$ cat src/rtl/timer_pkg.sv
// Shared types and constants for the memory-mapped countdown timer.
// TIMER_AUTORELOAD_EN (see timer_dev) enables the auto-reload MODE field.
package timer_pkg;

  typedef enum logic [1:0] {
    ST_IDLE = 2'd0,
    ST_LOAD = 2'd1,
    ST_CNT  = 2'd2,
    ST_INT  = 2'd3
  } state_t;

  localparam logic [1:0] OFF_CTRL   = 2'd0;
  localparam logic [1:0] OFF_PRESET = 2'd1;
  localparam logic [1:0] OFF_COUNT  = 2'd2;

  localparam int unsigned CTRL_EN_BIT   = 0;
  localparam int unsigned CTRL_MODE_LSB = 1;
  localparam int unsigned CTRL_MODE_MSB = 2;
  localparam int unsigned CTRL_IM_BIT   = 3;
  localparam int unsigned CTRL_W        = 4;
  localparam int unsigned BUS_W         = 32;

  localparam logic [1:0] MODE_ONESHOT = 2'd0;
  localparam logic [1:0] MODE_RELOAD  = 2'd1;

  // Field order matches the CTRL bit positions above (im is bit 3, en is bit 0).
  typedef struct packed {
    logic       im;
    logic [1:0] mode;
    logic       en;
  } ctrl_t;

  function automatic logic [BUS_W-1:0] ctrl_word(input ctrl_t c);
    return {(BUS_W - CTRL_W)'(0), c};
  endfunction

endpackage

$ cat src/rtl/timer_dev_if.sv
// CPU bridge port of the timer: word offset, write strobe, write and read data.
interface timer_dev_if;
  logic [1:0]  addr;
  logic        we;
  logic [31:0] wdata;
  logic [31:0] rdata;

  modport master (output addr, output we, output wdata, input rdata);
  modport slave  (input addr, input we, input wdata, output rdata);
endinterface

$ cat src/rtl/timer_fsm.sv
// Countdown sequencer: state register, COUNT and the sticky one-shot pending flag.
module timer_fsm
  import timer_pkg::*;
#(
  parameter int unsigned CNT_W = 32
) (
  input  logic             clk,
  input  logic             reset,
  input  logic             en,
  input  logic [1:0]       mode,
  input  logic [CNT_W-1:0] preset,
  input  logic             reg_write,
  output logic [CNT_W-1:0] count,
  output logic             in_int,
  output logic             pending,
  output logic             en_clr_c
);

  state_t           state, state_nxt;
  logic [CNT_W-1:0] count_nxt;
  logic             pending_nxt;
  logic             auto_reload;

  // Encodings 2 and 3 fall back to one-shot.
  assign auto_reload = (mode == MODE_RELOAD);
  assign in_int      = (state == ST_INT);

  always_ff @(posedge clk or posedge reset) begin
    if (reset) begin
      state   <= ST_IDLE;
      count   <= '0;
      pending <= 1'b0;
    end else begin
      state   <= state_nxt;
      count   <= count_nxt;
      pending <= pending_nxt;
    end
  end

  // Pending is raised on entry to INT so a one-shot irq appears together with INT.
  always_comb begin
    state_nxt   = state;
    count_nxt   = count;
    pending_nxt = pending;
    en_clr_c    = 1'b0;
    case (state)
      ST_IDLE: begin
        if (en) state_nxt = ST_LOAD;
      end
      ST_LOAD: begin
        count_nxt = preset;
        state_nxt = ST_CNT;
      end
      ST_CNT: begin
        if (!en) begin
          state_nxt = ST_IDLE;
        end else if (count == '0) begin
          state_nxt = ST_INT;
          if (!auto_reload) pending_nxt = 1'b1;
        end else begin
          count_nxt = count - CNT_W'(1);
        end
      end
      ST_INT: begin
        if (auto_reload) begin
          state_nxt = ST_LOAD;
        end else begin
          en_clr_c  = 1'b1;
          state_nxt = ST_IDLE;
        end
      end
      default: state_nxt = ST_IDLE;
    endcase
    // A register write acknowledges the interrupt and beats a same-cycle set.
    if (reg_write) pending_nxt = 1'b0;
  end

endmodule

$ cat src/rtl/timer_dev.sv
// Memory-mapped countdown timer: CTRL/PRESET registers, read mux and irq gating.
// Define TIMER_AUTORELOAD_EN to implement the CTRL MODE field (auto-reload pulses).
module timer_dev
  import timer_pkg::*;
#(
  parameter int unsigned CNT_W = 32
) (
  input  logic        clk,
  input  logic        reset,
  timer_dev_if.slave  bus,
  output logic        irq
);

  ctrl_t            ctrl_q;
  logic [CNT_W-1:0] preset_q;
  logic [CNT_W-1:0] count;
  logic [1:0]       mode;
  logic             in_int;
  logic             pending;
  logic             en_clr_c;
  logic             wr_ctrl;
  logic             wr_preset;

  assign wr_ctrl   = bus.we && (bus.addr == OFF_CTRL);
  assign wr_preset = bus.we && (bus.addr == OFF_PRESET);

`ifdef TIMER_AUTORELOAD_EN
  assign mode = ctrl_q.mode;
`else
  assign mode = MODE_ONESHOT;
`endif

  // A CPU write to CTRL overrides the hardware EN-clear in the same cycle.
  always_ff @(posedge clk or posedge reset) begin
    if (reset) begin
      ctrl_q <= '0;
    end else if (wr_ctrl) begin
      ctrl_q.en   <= bus.wdata[CTRL_EN_BIT];
      ctrl_q.im   <= bus.wdata[CTRL_IM_BIT];
`ifdef TIMER_AUTORELOAD_EN
      ctrl_q.mode <= bus.wdata[CTRL_MODE_MSB:CTRL_MODE_LSB];
`endif
    end else if (en_clr_c) begin
      ctrl_q.en <= 1'b0;
    end
  end

  always_ff @(posedge clk or posedge reset) begin
    if (reset) begin
      preset_q <= '0;
    end else if (wr_preset) begin
      preset_q <= CNT_W'(bus.wdata);
    end
  end

  timer_fsm #(.CNT_W(CNT_W)) u_fsm (
    .clk       (clk),
    .reset     (reset),
    .en        (ctrl_q.en),
    .mode      (mode),
    .preset    (preset_q),
    .reg_write (wr_ctrl | wr_preset),
    .count     (count),
    .in_int    (in_int),
    .pending   (pending),
    .en_clr_c  (en_clr_c)
  );

  always_comb begin
    bus.rdata = '0;
    case (bus.addr)
      OFF_CTRL:   bus.rdata = ctrl_word(ctrl_q);
      OFF_PRESET: bus.rdata = BUS_W'(preset_q);
      OFF_COUNT:  bus.rdata = BUS_W'(count);
      default:    bus.rdata = '0;
    endcase
  end

  // Sticky one-shot level plus a one-cycle pulse while INT in auto-reload.
  assign irq = ctrl_q.im & (pending | (in_int & (mode == MODE_RELOAD)));

endmodule

$ cat src/flat_wrapper.sv
// flat-port wrapper written by rule: the top's interface ports become plain ports
module timer_dev_flat import timer_pkg::*;
#(
  parameter int unsigned CNT_W = 32
)
  (clk, reset, irq, bus_addr, bus_we, bus_wdata, bus_rdata);
  timer_dev_if bus_i ();
  input  logic clk;
  input  logic reset;
  output logic irq;
  input wire logic [$bits(bus_i.addr)-1:0] bus_addr;
  input wire logic [$bits(bus_i.we)-1:0] bus_we;
  input wire logic [$bits(bus_i.wdata)-1:0] bus_wdata;
  output wire logic [$bits(bus_i.rdata)-1:0] bus_rdata;
  assign bus_i.addr = bus_addr;
  assign bus_i.we = bus_we;
  assign bus_i.wdata = bus_wdata;
  assign bus_rdata = bus_i.rdata;
  timer_dev #(.CNT_W(CNT_W)) u_core (.clk(clk), .reset(reset), .bus(bus_i), .irq(irq));
endmodule
$ cat config.mk
export PLATFORM = sky130hd
export DESIGN_NAME = timer_dev_flat
export DESIGN_NICKNAME = d
export VERILOG_FILES = /design/src/rtl/timer_pkg.sv /design/src/rtl/timer_dev_if.sv /design/src/rtl/timer_fsm.sv /design/src/rtl/timer_dev.sv /design/src/flat_wrapper.sv
export SDC_FILE = /design/constraint.sdc
export NUM_CORES = 1
export LEC_CHECK = 0
export ABC_AREA = 1
export CAP_MARGIN = 15
export CORE_ASPECT_RATIO = 0.9
export CORE_MARGIN = 3
export CORE_UTILIZATION = 58
export CTS_CLUSTER_DIAMETER = 50
export DETAILED_ROUTE_END_ITERATION = 6
export PLACE_DENSITY_LB_ADDON = 0.2
export SETUP_SLACK_MARGIN = 0.05
export SLEW_MARGIN = 40
export SYNTH_ARGS = -nofsm -noshare
export SYNTH_HDL_FRONTEND = slang
export SYNTH_SLANG_ARGS = --single-unit
export TNS_END_PERCENT = 50
$ cat constraint.sdc
create_clock -name clk -period 6.05 [get_ports clk]
set_input_delay 1.21 -clock clk [delete_from_list [all_inputs] [get_ports clk]]
set_output_delay 1.21 -clock clk [all_outputs]
set_load 0.05 [all_outputs]
==> flow_summary.json <==
{
  "ir_drop_v": 0.000267,
  "gr-usage-all-layers_pct": 31.7,
  "first_global_vias": 4228,
  "maxCapViolations": 0,
  "endpoint_kind": "primary output",
  "fin_setup_tns_ns": 0,
  "p_seq_share_pct": 31.8,
  "intPower_mw": 1.30,
  "fin_area_mm2": 0.00525,
  "crit_type": "primary input to primary output",
  "synth_top_family_by_area": "simple AND/OR/NAND/NOR gates",
  "final-setup-viol-count": 0,
  "place_ws_ns": 1.04,
  "cp.arrival_ns": 3.79,
  "grt_first_pass_wirelength_mm": 20.5,
  "synth_area_leader_cell": "dfrtp_1",
  "worstMarginPinSlew_ns": 0.716,
  "postCtsHoldBufs": 0,
  "hold_path.class": "flip-flop to flip-flop",
  "io_pins": 70,
  "diodes": 0,
  "post_cts_buffers": 0,
  "synth_ff_type": "dfrtp_1",
  "async_flop_share_pct": 100,
  "clock_latency_ns": 0.35,
  "syn_inst": 623,
  "yosys-top-cells-area": "dfrtp_1, nand2_1, nor2_1, inv_1, o21ai_0",
  "hold_violations": 0,
  "fill_cells": 538,
  "synth_edf_count": 0,
  "combPwrFrac_pct": 48.5,
  "wl_per_cell_um": 16.1,
  "p_switching_mw": 1.19,
  "relSlewSlack_pct": 52.1,
  "power_frac_clock_pct": 19.7,
  "outcome": "finished clean",
  "wirelength_mm": 12.6,
  "final.period_utilization_pct": 82.7,
  "path_max_fanout": 13,
  "synth_common_cells": "nand2_1, nor2_1, inv_1",
  "drive_above_1_share_pct": 6.08,
  "ys_ff_latch": 69,
  "muxShareOfSynthArea_pct": 1.06,
  "hpwl_mm": 8.67,
  "rows": 28,
  "grt_max_degree": 70,
  "overflow": 0,
  "syn_avg_cell_area_um2": 6.82,
  "power_leakage_nw": 2.43,
  "port_buffers": 69,
  "die_height_um": 87.2,
  "crit_required_ns": 4.84,
  "synth_adder_area_share_pct": 0.295,
  "clock_sinks": 69,
  "cts_resized": 0,
  "fin_skew_ns": 0.0103,
  "setup_ws_ns": 1.05,
  "cts_made_buffers": 9,
  "syn-cell-area_mm2": 0.00425,
  "coreArea_mm2": 0.00683,
  "synth_xor_area_share_pct": 0,
  "syn-num-nets": 661,
  "dieArea_mm2": 0.00839,
  "clk_pin_slew_worst_paths_ns": 0.08,
  "synth_cell_types": 32,
  "yosys.area_share.simple_pct": 32.5,
  "dr.pass1.iters": 5,
  "ctsRootBufferMaster": "clkbuf_8",
  "ys_seq_area_share_pct": 40.6,
  "cts_tree": "yes",
  "fp.dieW_um": 96.2,
  "cts_max_level": 3,
  "fmax_ghz": 0.200,
  "p_total_mw": 2.49,
  "slew_violations": 0,
  "start_kind": "primary input",
  "gp_congestion": 0.887,
  "nNetsFinal": 724,
  "initial_core_util_pct": 62.2,
  "antenna_found_initial": 0,
  "detail_route.iter0.violations": 378,
  "route.detailed.drc": 0,
  "via_per_inst": 5.66,
  "yosysWarnings": 2,
  "placed_area_mm2": 0.00499,
  "synth_compound_area_share_pct": 15.5,
  "swShare_pct": 47.8,
  "yosys.area.top_type_share_pct": 40.6,
  "ant_nets": 0,
  "max-clock-path-buffers": 2,
  "area_growth_pct": 23.5,
  "rsz0062_at_grt": "false",
  "finalCriticalPeriod_ns": 5.00,
  "synth.most_common_cell": "nand2_1",
  "vias": 4424,
  "powerDensity_mw_per_mm2": 474
}
-- through the flow --
| stage | std cells | utilization (%) | hold slack [ns] |
|---|---|---|---|
| after floorplan | 623 | - | 0.453 |
| after global placement | 763 | 72.5 | 0.470 |
| after detailed placement | 765 | 73.0 | 0.473 |
| after CTS | 781 | 76.8 | 0.492 |
| after global routing | 781 | 76.8 | 0.561 |
| final | 781 | 76.8 | 0.490 |
-- power by group through the flow --
stage	logic [mW]	clock network, mW	registers [mW]
finish	1.21	0.490	0.791
CTS	1.19	0.489	0.780
global placement	1.12	0	0.777
floorplan	0.916	0	0.733
global route	1.34	0.517	0.809
detailed placement	1.18	0	0.786
-- routing by layer --
metal  up-vias  GRT usage, %  wire (um)  part of all wire [%]
li1       2134             -          -                     -
met1      2064          43.2       5380                    43
met2       203          50.2       5980                    48
met3        23          6.22        971                   7.7
met4         0          11.1        235                   1.9
met5         -             0          0                     0
-- flip-flops by register name, indices dropped and copies added (netlist names) --
signal	cells
u_core.preset_q	32
u_core.u_fsm.state	2
u_core.u_fsm.count	32
u_core.u_fsm.pending	1
u_core.ctrl_q	2
-- cells by family after synthesis --
logic type / after synthesis
AND/OR/NAND/NOR: 329
multiplexers: 4
buffers and inverters: 102
adder cells (fa/ha/maj): 1
AO/OA/AOI/OAI: 118
flip-flops: 69
-- cells in the final DEF (no fill, tap or decap), types with 2 or more instances in the layout --
cell / n
o21ai_1: 5
nand2_1: 164
buf_6: 2
nand4_1: 4
nor2_1: 95
o21bai_1: 2
dfrtp_1: 69
clkdlybuf4s50_1: 69
clkbuf_8: 11
nand2_4: 2
nor2_2: 3
bufinv_16: 3
o21ai_0: 51
o211ai_1: 2
o22ai_1: 24
inv_2: 2
nand3b_1: 2
inv_1: 77
buf_4: 2
nand2_2: 4
a21oi_1: 29
mux2_2: 4
nor2_4: 3
nand3_1: 50
-- cell type report --
class / count / area (um^2) / share of cell area (%)
clock inverters: 5 / 106 / 2.03
flip-flops and latches: 69 / 1730 / 32.9
clock buffers: 11 / 151 / 2.89
well taps: 90 / 113 / 2.15
repair buffers: 74 / 743 / 14.2
inverters: 80 / 300 / 5.73
multi-input cells: 452 / 2100 / 40.1
-- final timing paths --
kind | from | endpoint | slack, ns | depth (start not counted)
setup / recovery | bus_addr[0] | bus_rdata[13] | 1.05 | 7
hold / removal | u_core.preset_q[3]$_DFFE_PP0P_ | u_core.preset_q[3]$_DFFE_PP0P_ | 0.49 | 2
setup reg to reg | u_core.u_fsm.state[0]$_DFFE_PP0P_ | u_core.u_fsm.count[19]$_DFFE_PP0P_ | 3.56 | 9
hold reg to reg | u_core.preset_q[3]$_DFFE_PP0P_ | u_core.preset_q[3]$_DFFE_PP0P_ | 0.49 | 2
max in group asynchronous | reset | u_core.preset_q[12]$_DFFE_PP0P_ | 4.26 | 3
min in group asynchronous | reset | u_core.preset_q[2]$_DFFE_PP0P_ | 1.33 | 3
-- critical path: stages --
cell and delay (ns):
clkdlybuf4s50_1 0.47, inv_1 0.08, nor2_1 0.55, clkinv_1 0.20
buf_4 0.25, o22ai_1 0.17, clkdlybuf4s50_1 0.85
Power figures use the tool's default switching activity.
==> variant: new RTL, config.mk and constraints unchanged <==
The 4 states of `state_t` get a Gray code encoding in 2 bits.
--- a/src/rtl/timer_pkg.sv
+++ b/src/rtl/timer_pkg.sv
@@ -3,10 +3,10 @@
 package timer_pkg;
 
   typedef enum logic [1:0] {
-    ST_IDLE = 2'd0,
-    ST_LOAD = 2'd1,
-    ST_CNT  = 2'd2,
-    ST_INT  = 2'd3
+    ST_IDLE = 2'b00,
+    ST_LOAD = 2'b01,
+    ST_CNT  = 2'b11,
+    ST_INT  = 2'b10
   } state_t;
 
   localparam logic [1:0] OFF_CTRL   = 2'd0;
Formal check against the unedited RTL: no difference found for any inputs over 4 cycles, from zero or initial values and one cycle with reset high; so few cycles prove little.
==> variant against the original RTL <==
Power down 7.3%; register-to-register slack worse by 180 ps; clock skew decreased by 3.0 ps; combinational power decreased by 3%; cell area shrank 1.3%; sequential cell count unchanged; setup slack improved by 41 ps; largest power group unchanged; area after synthesis rose by 1.3%; wire length rose by 1.5%.
==> variant: results (changes against the original RTL) <==
Place
  – Post-place setup slack: 1150 ps (+103 ps)
  – Gp weighted congestion: 0.921 (+3.8%)
  – Port buffer count: 69 (unchanged)
  – Hpwl dp: 9.21 mm (+6.2%)

Worst setup path
  – End of the critical path: bus_rdata[3]
  – Crit path from: bus_addr[0]
  – Reg2Reg Depth: 7 (-2)
  – Critical path arrival: 3750 ps (-40 ps)
  – Worst r2r src: u_core.u_fsm.state[1]$_DFFE_PP0P_
  – Maximum fanout count along the critical path: 20 (+7)
  – R2R setup slack: 3380 ps (-180 ps)
  – RR Endpoint: u_core.u_fsm.count[23]$_DFFE_PP0P_

STA
  – Hold Vio Cnt, Final: 0 (unchanged)
  – Fmax: 201 MHz (+0.82%)
  – Final Skew: 7.25 ps (-3.02 ps)
  – Worst-margin pin slew: 840 ps (+124 ps)

Clock network
  – Total CTS buffers: 9 (unchanged)
  – Post-CTS Resized: 0 (unchanged)
  – Bufs on Longest Clock Path: 2 (unchanged)
  – Postcts setup bufs: 0 (unchanged)
  – Clock transition at path regs: 80 ps (about the same)
  – Root buf cell: clkbuf_8
  – H-tree lvl count: 3 (unchanged)
  – Clock Latency Late Sink: 360 ps

Drt
  – DR WL/cell: 16.4 um (+1.9%)
  – Drt pass-1 iters: 5 (unchanged)
  – Iter 0 DRT Violations: 451 (+19%)
  – Vias post-DR: 4416 (-0.18%)

Global routing
  – Largest net degree at the start of global routing: 70 (unchanged)
  – Initial antenna violation count: 0 (unchanged)
  – Vias in the first global route: 4198 (-0.71%)
  – First-pass GRT wire length: 20.5 mm (about the same)
  – GR Util All Layers: 0.306 (-0.0111)

Min path
  – Worst min path class: flop to flop
  – Hold Path Depth: 2 (unchanged)

Finish
  – Diode count: 0 (unchanged)
  – Fillers: 593 (+10%)
  – Nets: 719 (-0.69%)
  – Top flop regs: u_core.preset_q x32, u_core.u_fsm.count x32
  – Layout cells sized above 1: 0.0788 (+0.0181)

Synth
  – Most frequent cells after synthesis: 167 x nand2_1, 88 x nor2_1, 78 x inv_1, 69 x dfrtp_1, 50 x nand3_1
  – Cell taking the most area after synthesis: dfrtp_1
  – Sequential-to-total area share from yosys stat: 0.401 (-0.00532)
  – Top cell type's share of synthesized area: 0.401 (-0.00532)
  – Synth cell types: 32 (unchanged)
  – Syn nets: 658 (-0.45%)
  – Post-synth ARST share: 1.00 (unchanged)
  – Syn. warnings: 2 (unchanged)
  – Largest cells by area after synthesis: dfrtp_1 40%, nand2_1 15%, nor2_1 7.7%, inv_1 6.8%, nand3_1 5.8%

Power and ir drop
  – Int Power: 1.13 mW (-13%)
  – Total leakage power: 2.43 nW (+0.24%)
  – VDD IR max: 0.000243 V (-8.9%)

Outcome
  – Outcome: completed
## variant: changes by cell type after synthesis, moves of 2 or more
cell and delta:
o21ai_0 -15, nor2_1 -7, o21ai_2 +7, buf_1 -3, buf_2 +2, nand2_1 +2, nand2_4 +2, nand4_1 +2
nor2_2 +2, nor2_4 +2, o21ai_1 +2
## variant: how the worst min path moves through the flow
stage,end,startpoint,slack [ps]
after CTS,u_core.ctrl_q[3]$_DFFE_PP0P_,u_core.ctrl_q[3]$_DFFE_PP0P_,530
after detailed placement,u_core.ctrl_q[3]$_DFFE_PP0P_,u_core.ctrl_q[3]$_DFFE_PP0P_,510
final,u_core.preset_q[3]$_DFFE_PP0P_,u_core.preset_q[3]$_DFFE_PP0P_,530
after global routing,u_core.preset_q[8]$_DFFE_PP0P_,u_core.preset_q[8]$_DFFE_PP0P_,550
after global placement,u_core.preset_q[3]$_DFFE_PP0P_,u_core.preset_q[3]$_DFFE_PP0P_,470
after floorplan,u_core.preset_q[3]$_DFFE_PP0P_,u_core.preset_q[3]$_DFFE_PP0P_,450
## variant: cell families (layout without fill, tap and decap cells)
group / Yosys count / count (layout) / share of synthesized area
buffers and inverters: 103 / 168 / 0.102
muxes: 4 / 4 / 0.0105
AOI/OAI and AO/OA: 112 / 112 / 0.152
adders and majority gates: 1 / 1 / 0.00291
and+or+nand+nor: 330 / 330 / 0.330
xor gates and xnor gates: 1 / 1 / 0.00204
DFF: 69 / 69 / 0.401
## variant: layer usage
metal  global-route usage  up-vias  part of all wire  routed length [um]
met5                    0        -                 0                   0
met1                0.412     2065              0.44                5630
li1                     -     2111                 -                   -
met4               0.0957        0             0.017                 223
met3               0.0629       22             0.086                1100
met2                0.503      218              0.45                5800
## variant: final cells by class
cell class	instances	area, sq um	area share
multi-input cells	448	2150	0.415
flip-flops and latches	69	1730	0.333
repair buffers	73	724	0.140
inverters	80	300	0.0580
clock buffers	9	124	0.0239
well taps	93	116	0.0225
clock inverters	6	40.0	0.00773
## variant: critical path: stages
cell and delay, ps:
clkdlybuf4s50_1 470, inv_1 80, nor2_2 290, clkinv_1 310, buf_4 310, o221ai_1 220, clkdlybuf4s50_1 850
## variant: power by group through the flow
stage | combinational, mW | sequential (mW) | clock, mW
after floorplan | 0.909 | 0.739 | 0
after global placement | 1.12 | 0.788 | 0
after detailed placement | 1.15 | 0.793 | 0
after CTS | 1.16 | 0.785 | 0.335
after global routing | 1.29 | 0.814 | 0.359
final | 1.17 | 0.795 | 0.335
## variant: per-stage QoR
step / cell area (sq um) / cells / utilization
2_1_floorplan: 4300 / 620 / -
3_3_place_gp: 5010 / 763 / 0.704
3_5_place_dp: 5010 / 763 / 0.705
4_1_cts: 5180 / 778 / 0.728
5_1_grt: 5180 / 778 / 0.728
6_report: 5180 / 778 / 0.728
